### src/rtl/instr_fetch_stage.sv
// Fetch stage of the 16-bit CPU: PC, single-outstanding imem reads, IF/ID register.
// Build option IFETCH_ILLEGAL_HALT_EN: stop fetching after an illegal opcode until a redirect.
module instr_fetch_stage #(
  parameter logic [15:0] RESET_PC = 16'h0000,
  parameter int unsigned PC_STEP  = 1
) (
  input  logic        Clock,
  input  logic        Reset_n,
  output logic        ImemReq,
  output logic [15:0] ImemAddr,
  input  logic        ImemGnt,
  input  logic        ImemRValid,
  input  logic [15:0] ImemRData,
  input  logic        Redirect,
  input  logic [15:0] RedirectPC,
  output logic        InstrValid,
  input  logic        InstrReady,
  output logic [15:0] Instr,
  output logic [3:0]  Opcode,
  output logic [15:0] InstrPC,
  output logic        IllegalOp,
  output logic        Halted
);

  localparam logic [15:0] LP_STEP = 16'(PC_STEP);

  typedef enum logic [1:0] {
    S_FETCH = 2'd0,
    S_WAIT  = 2'd1,
    S_STALL = 2'd2
`ifdef IFETCH_ILLEGAL_HALT_EN
    , S_HALT = 2'd3
`endif
  } state_t;

  state_t      r_state;
  state_t      w_state_n;
  logic [15:0] r_pc;
  logic [15:0] r_req_pc;
  logic        r_drop;
  logic        r_valid;
  logic [15:0] r_instr;
  logic [15:0] r_instr_pc;
  logic        r_illegal;

  logic        w_issue;
  logic        w_gnt_acc;
  logic        w_load;
  logic        w_consume;
  logic        w_illegal_in;
  logic        w_drop_n;

  function automatic logic f_illegal(input logic [3:0] op);
    case (op)
      4'h0, 4'h1, 4'h2, 4'h9, 4'hA, 4'hB, 4'hC, 4'hD, 4'hF: f_illegal = 1'b0;
      default:                                             f_illegal = 1'b1;
    endcase
  endfunction

  // STALL reissues in the consume cycle, so a grant can be taken there too.
  assign w_issue      = (r_state == S_FETCH) | ((r_state == S_STALL) & InstrReady);
  assign w_gnt_acc    = w_issue & ImemGnt & ~r_drop;
  assign w_load       = (r_state == S_WAIT) & ImemRValid & ~Redirect;
  assign w_consume    = r_valid & InstrReady;
  assign w_illegal_in = f_illegal(ImemRData[15:12]);

  assign ImemReq    = w_issue & Reset_n;
  assign ImemAddr   = r_pc;
  assign InstrValid = r_valid;
  assign Instr      = r_instr;
  assign Opcode     = r_instr[15:12];
  assign InstrPC    = r_instr_pc;
  assign IllegalOp  = r_illegal;

  // A redirect orphans any read still in flight; its response must be swallowed.
  always_comb begin
    w_drop_n = r_drop & ~ImemRValid;
    if (Redirect) begin
      w_drop_n = w_drop_n | w_gnt_acc | ((r_state == S_WAIT) & ~ImemRValid);
    end
  end

  always_comb begin
    w_state_n = r_state;
    case (r_state)
      S_FETCH: if (w_gnt_acc) w_state_n = S_WAIT;
      S_WAIT: begin
        if (ImemRValid) begin
`ifdef IFETCH_ILLEGAL_HALT_EN
          w_state_n = w_illegal_in ? S_HALT : S_STALL;
`else
          w_state_n = S_STALL;
`endif
        end
      end
      S_STALL: if (InstrReady) w_state_n = w_gnt_acc ? S_WAIT : S_FETCH;
`ifdef IFETCH_ILLEGAL_HALT_EN
      S_HALT:  w_state_n = S_HALT;
`endif
      default: w_state_n = S_FETCH;
    endcase
    if (Redirect) w_state_n = S_FETCH;
  end

  always_ff @(posedge Clock or negedge Reset_n) begin
    if (!Reset_n) begin
      r_state    <= S_FETCH;
      r_pc       <= RESET_PC;
      r_req_pc   <= '0;
      r_drop     <= 1'b0;
      r_valid    <= 1'b0;
      r_instr    <= '0;
      r_instr_pc <= '0;
      r_illegal  <= 1'b0;
    end else begin
      r_state <= w_state_n;
      r_drop  <= w_drop_n;
      if (Redirect) begin
        r_pc <= RedirectPC;
      end else if (w_gnt_acc) begin
        r_pc <= r_pc + LP_STEP;
      end
      if (w_gnt_acc) r_req_pc <= r_pc;
      if (Redirect) begin
        r_valid   <= 1'b0;
        r_illegal <= 1'b0;
      end else if (w_load) begin
        r_valid    <= 1'b1;
        r_instr    <= ImemRData;
        r_instr_pc <= r_req_pc;
        r_illegal  <= w_illegal_in;
      end else if (w_consume) begin
        r_valid   <= 1'b0;
        r_illegal <= 1'b0;
      end
    end
  end

`ifdef IFETCH_ILLEGAL_HALT_EN
  logic r_halted;

  always_ff @(posedge Clock or negedge Reset_n) begin
    if (!Reset_n) begin
      r_halted <= 1'b0;
    end else begin
      r_halted <= (w_state_n == S_HALT);
    end
  end

  assign Halted = r_halted;
`else
  assign Halted = 1'b0;
`endif

endmodule

### config.mk
export PLATFORM = sky130hd
export DESIGN_NAME = instr_fetch_stage
export DESIGN_NICKNAME = d
export VERILOG_FILES = /design/src/rtl/instr_fetch_stage.sv
export SDC_FILE = /design/constraint.sdc
export NUM_CORES = 1
export LEC_CHECK = 0
export ABC_AREA = 1
export BUFFER_PORTS_ARGS = -buffer_cell sky130_fd_sc_hd__buf_2
export CAP_MARGIN = 20
export CORE_MARGIN = 2
export CORE_UTILIZATION = 46
export CTS_CLUSTER_DIAMETER = 80
export DETAILED_ROUTE_END_ITERATION = 10
export PLACE_DENSITY_LB_ADDON = 0.1
export SETUP_SLACK_MARGIN = 0.3
export SYNTH_ARGS = -nofsm -noshare
export SYNTH_HDL_FRONTEND = slang
export SYNTH_SLANG_ARGS = --single-unit
export TNS_END_PERCENT = 1
### constraint.sdc
create_clock -name Clock -period 3.56 [get_ports Clock]
set_input_delay 0.712 -clock Clock [delete_from_list [all_inputs] [get_ports Clock]]
set_output_delay 0.712 -clock Clock [all_outputs]
set_load 0.01 [all_outputs]
==> impl_metrics.yaml, run 1 <==
placement:
  io_buffer_count: 92
  dpl.hpwl_um: 5050
  routabilityCongestion: 0.906
  place_inst: 578
global_routing:
  grt_antenna_before_repair: 0
  grt_start_max_net_pins: 70
  grt.overflow.total: 0
  grt_pass1_wl_um: 11800
  grt_usage: 0.195
  grt_pass1_vias: 2612
timing:
  fmaxAchievable_mhz: 487
  setup_viol: 0
  finalHoldViolations: 0
  rsz0062_at_grt: "false"
  whs_ns: 0.467
  max-slew-margin-rel: 0.427
  finalCritPeriodShare: 0.577
  fin_setup_tns_ns: 0
  fin_skew_ns: 0.00958
  tightest_slew_ns: 0.860
  finalMaxSlewViolations: 0
  period_minus_slack_ns: 2.05
clock_tree:
  cts_root_buf: "clkbuf_8"
  cts_hold_buf: 0
  cts_sinks: 69
  path_clk_slew_ns: 0.08
  cts_tree: "done"
  cts.path.max_buffers: 2
  clk_latency_ns: 0.34
  cts-resized-gates: 0
  postCtsSetupBuffers: 0
  numCtsBuffers: 9
  htreeDepth: 3
worst_setup_path:
  reg2regPathDepth: 6
  crit_chain: "buf_2 -> nor2_4 -> inv_2 -> nand2_1 -> o21ai_0"
  ff2ff_setup_slack_ns: 1.54
  cp-end-kind: "register"
  r2r_start: "r_state[1]"
  worstReg2RegEnd: "Instr[15]"
  cp_max_fo: 37
  crit_type: "in2reg"
  worstSetupStartpointType: "primary input"
  critPathArrivalTime_ns: 2.25
  cp_slowest_cell: "nor2_4"
  critPathMaxStageDelay_ns: 0.59
  worstPathRequired_ns: 3.76
hold_path:
  min_from: "Instr[6]"
  hold_depth: 2
  min_path_type: "reg2reg"
  worstHoldEndpoint: "Instr[6]"
run_status:
  outcome: "finished, final reports clean"
route:
  ant_nets: 0
  routedWlPerCell_um: 12.2
  drc: 0
  drt-initial-drc-count: 158
  drtPass1Iterations: 4
  viasPerCell: 4.73
  totalWireLength_um: 7260
  vias: 2810
power_and_ir_drop:
  p_per_area_nw_per_um2: 618
  p_leak_nw: 2.19
  peakVddDrop_mv: 0.220
layout:
  ff_latch_area_sq_um: 1730
  finalNonFillerCells: 594
  finalNetCount: 532
  layout-drive-gt1-share: 0.249
  diodes: 0
  area_growth_pct: 19.7
  final_common_cell: "nand2_1"
  fill_cells: 684
  final_cell_mix: "nand2_1 (177), buf_2 (92), dfrtp_1 (69)"
  post-route-util: 0.574
  multi_input_area_sq_um: 1260
synth:
  synth_cells: 408
  ys_types: 25
  syn_area_per_cell_sq_um: 8.03
  yosysSeqAreaShare: 0.527
  synth_top_area_frac: 0.527
  synth-warning-count: 0
  syn-cell-area_sq_um: 3280
  synthTopCellsByArea: "dfrtp_1 (53%), nand2_1 (20%), nand3_1 (4.6%)"
  synth_nets: 447
  synth_seq_cells: 69
  synth_top_cell_by_area: "dfrtp_1"
die:
  coreArea_sq_um: 6830
  io_pins: 94
  die_x_um: 88.4
  dieArea_sq_um: 7810
  row_count: 30
  die_y_um: 88.4
  start_util: 0.480
flow_run:
  cap_viol_max_count: 0
==> worst max-delay path by stage <==
stage / cells past startpoint / endpoint / slack [ns] / from
after floorplan: 4 / ImemReq / 1.80 / InstrReady
after CTS: 5 / Instr[15] / 1.48 / Redirect
final: 5 / Instr[15] / 1.51 / Redirect
after global placement: 5 / Instr[14] / 1.23 / Redirect
after detailed placement: 5 / Instr[15] / 1.12 / Redirect
after global routing: 4 / Instr[15] / 1.31 / Redirect
==> cells in the mapped netlist <==
| cell type | instances |
|---|---|
| a21oi_1 | 1 |
| buf_2 | 7 |
| buf_4 | 7 |
| buf_6 | 5 |
| conb_1 | 1 |
| dfrtp_1 | 69 |
| ha_1 | 1 |
| inv_1 | 37 |
| inv_2 | 3 |
| nand2_1 | 177 |
| nand2_2 | 2 |
| nand3_1 | 30 |
| nand3_2 | 1 |
| nand3_4 | 1 |
| nand4_1 | 3 |
| nor2_1 | 12 |
| nor2_2 | 3 |
| nor2_4 | 4 |
| nor3_1 | 2 |
| o211ai_1 | 4 |
| o21a_1 | 1 |
| o21ai_0 | 24 |
| o21ai_1 | 7 |
| or2_2 | 1 |
| xor2_1 | 5 |
==> sequential cells by signal, indices dropped and copies added, names as in the netlist <==
register and flops:
r_drop 1, r_req_pc 16, InstrValid 1, Instr 16, InstrPC 16, ImemAddr 16
r_state 2, IllegalOp 1
==> report_power, final <==
part | internal, mW | total [mW] | switching [mW] | leakage, nW
sequential | 1.01 | 1.15 | 0.144 | 0.876
clock | 0.340 | 0.640 | 0.300 | 0.0943
combinational | 0.254 | 0.634 | 0.380 | 1.22
total | 1.60 | 2.42 | 0.825 | 2.19
==> cell families after synthesis <==
logic type,after synthesis,share of synthesized area
and+or+nand+nor,236,0.305
other,1,0.00114
AOI/OAI and AO/OA,37,0.0603
adders and majority gates,1,0.00382
DFF,69,0.527
xor gates and xnor gates,5,0.0134
buffers and inverters,59,0.0897
==> metal layers <==
metal  GRT usage  routed length (um)
met2       0.311                3080
met5           0                   0
met1       0.267                3590
met3      0.0373                 471
met4      0.0744                 119
==> layout make-up <==
type                       count  share of cell area
sequential                    69               0.440
multi-input combinational    280               0.320
timing repair buffer          93               0.119
inverter                      40              0.0383
clock buffer                  10              0.0351
tap                           96              0.0306
clock inverter                 6              0.0160
==> per-stage QoR <==
stage | setup WS, ns | area [sq um] | power, mW
after CTS | 1.48 | 3920 | 2.45
after detailed placement | 1.12 | 3720 | 1.81
after global routing | 1.31 | 3920 | 2.60
after floorplan | 1.80 | 3280 | 1.54
final | 1.51 | 3920 | 2.42
after global placement | 1.23 | 3720 | 1.78
==> worst max-delay path: cells and delay by family <==
family / cells / cell delay (ns)
AND/OR/NAND/NOR: 2 / 0.73
AO/OA/AOI/OAI: 1 / 0.10
buffers and inverters: 2 / 0.69
Power figures use the tool's default switching activity.
==> run 2: changes to the inputs <==
clock period = 1.8 ns   (was 3.56 ns; I/O delays follow)
==> impl_metrics.yaml, run 2 (synthesis results as in run 1) <==
power_and_ir_drop:
  total_power_mw: 4.90
  p_leak_nw: 2.24
  peakVddDrop_mv: 0.473
  p_per_area_nw_per_um2: 1230
worst_setup_path:
  reg2regPathDepth: 7
  worstPathRequired_ns: 1.44
  crit_family: "flip-flops"
  worstSetupStartpointType: "register"
  cp_max_fo: 2
  ff2ff_setup_slack_ns: 0.36
  cp-end-kind: "output port"
  worstReg2RegEnd: "ImemAddr[8]"
  r2r_start: "ImemAddr[0]"
  crit_type: "reg2out"
  crit_chain: "nand2_2 -> nand2_1 -> nor2_1 -> buf_2"
  critPathMaxStageDelay_ns: 0.40
  path_buf_inv: 1
  cp_slowest_cell: "dfrtp_1"
  critPathArrivalTime_ns: 1.10
timing:
  finalHoldViolations: 0
  period_minus_slack_ns: 1.46
  setup_viol: 0
  rsz0062_at_grt: "true"
  finalMaxSlewViolations: 0
  tightest_slew_ns: 0.858
  fin_skew_ns: 0.0108
  finalCritPeriodShare: 0.810
  fmaxAchievable_mhz: 686
  fin_setup_tns_ns: 0
  max-slew-margin-rel: 0.428
layout:
  layout-drive-gt1-share: 0.257
  area_growth_pct: 21.7
  diodes: 0
  finalNetCount: 539
  final_common_cell: "nand2_1"
  final_cell_mix: "nand2_1 (177), buf_2 (92), dfrtp_1 (69)"
  finalNonFillerCells: 601
placement:
  dpl.hpwl_um: 5170
  routabilityCongestion: 0.928
  place_inst: 584
  io_buffer_count: 92
global_routing:
  grt_usage: 0.191
  grt_start_max_net_pins: 70
  grt_pass1_wl_um: 11500
  grt_antenna_before_repair: 0
  met2_usage: 0.295
  grt_use_met1: 0.268
  grt.overflow.total: 0
  grt_pass1_vias: 2509
  grt_use_met3: 0.0336
  grt_busiest_layer: "met2"
clock_tree:
  cts_hold_buf: 0
  htreeDepth: 3
  cts.path.max_buffers: 2
  clk_latency_ns: 0.34
  cts-resized-gates: 0
  path_clk_slew_ns: 0.08
  cts_root_buf: "clkbuf_8"
  cts_sinks: 69
  numCtsBuffers: 9
  cts_tree: "done"
  postCtsSetupBuffers: 1
die:
  die_y_um: 88.4
  io_pins: 94
  row_count: 30
  dieArea_sq_um: 7810
  start_util: 0.480
  die_x_um: 88.4
  coreArea_sq_um: 6830
route:
  totalWireLength_um: 7200
  vias: 2802
  viasPerCell: 4.66
  drt-initial-drc-count: 184
  drc: 0
  drtPass1Iterations: 4
  ant_nets: 0
  routedWlPerCell_um: 12.0
hold_path:
  min_from: "ImemRData[2]"
  hold_depth: 3
  min_path_type: "in2reg"
  worstHoldEndpoint: "Instr[2]"
run_status:
  outcome: "finished, final reports clean"
flow_run:
  cap_viol_max_count: 0
==> run 2: cell count changes in the layout (fill, tap and decap cells not counted), sizes merged <==
cell / before / now
bufinv: 1 / 2
clkinvlp: 3 / 0
clkinv: 2 / 4
buf: 93 / 100
==> run 2: how the worst max path moves through the flow <==
stage | cells past startpoint | end | slack, ns | startpoint
floorplan | 7 | ImemAddr[8] | 0.50 | ImemAddr[0]
global placement | 7 | ImemAddr[8] | 0.43 | ImemAddr[0]
detailed placement | 7 | ImemAddr[8] | 0.38 | ImemAddr[0]
CTS | 4 | ImemReq | 0.32 | r_state[1]
global route | 6 | ImemAddr[10] | 0.27 | ImemAddr[0]
finish | 4 | ImemReq | 0.34 | r_state[1]
==> run 2: cell type report <==
class                      instances  area [sq um]
clock buffer                      10           128
clock inverter                     6          87.6
fill                             659          2840
inverter                          40           150
multi-input combinational        280          1260
sequential                        69          1730
tap                               96           120
timing repair buffer             100           520
==> run 2: metrics by stage <==
step | hold slack (ns) | worst slack [ns] | area [sq um] | util
floorplan | 0.0644 | 0.497 | 3280 | -
global placement | 0.448 | 0.425 | 3770 | 0.551
detailed placement | 0.453 | 0.380 | 3770 | 0.551
CTS | 0.210 | 0.318 | 3990 | 0.584
global route | 0.222 | 0.272 | 3990 | 0.584
finish | 0.223 | 0.343 | 3990 | 0.584
==> run 2: worst register-to-register path, cell delays in order (launching register included) <==
cell	delay, ns
dfrtp_1	0.46
ha_1	0.20
nand2_1	0.10
nor2_2	0.22
nand2_1	0.10
xor2_1	0.15
nand2_1	0.06
nand2_1	0.04
==> run 2: power by group <==
group | switching (mW) | internal, mW
registers | 0.280 | 1.99
logic | 0.757 | 0.515
clock network | 0.579 | 0.780
==> run 2: per-layer routing <==
metal / part of all wire / routed length (um)
met2: 0.43 / 3060
met3: 0.067 / 485
met1: 0.50 / 3570
met4: 0.012 / 84
met5: 0 / 0
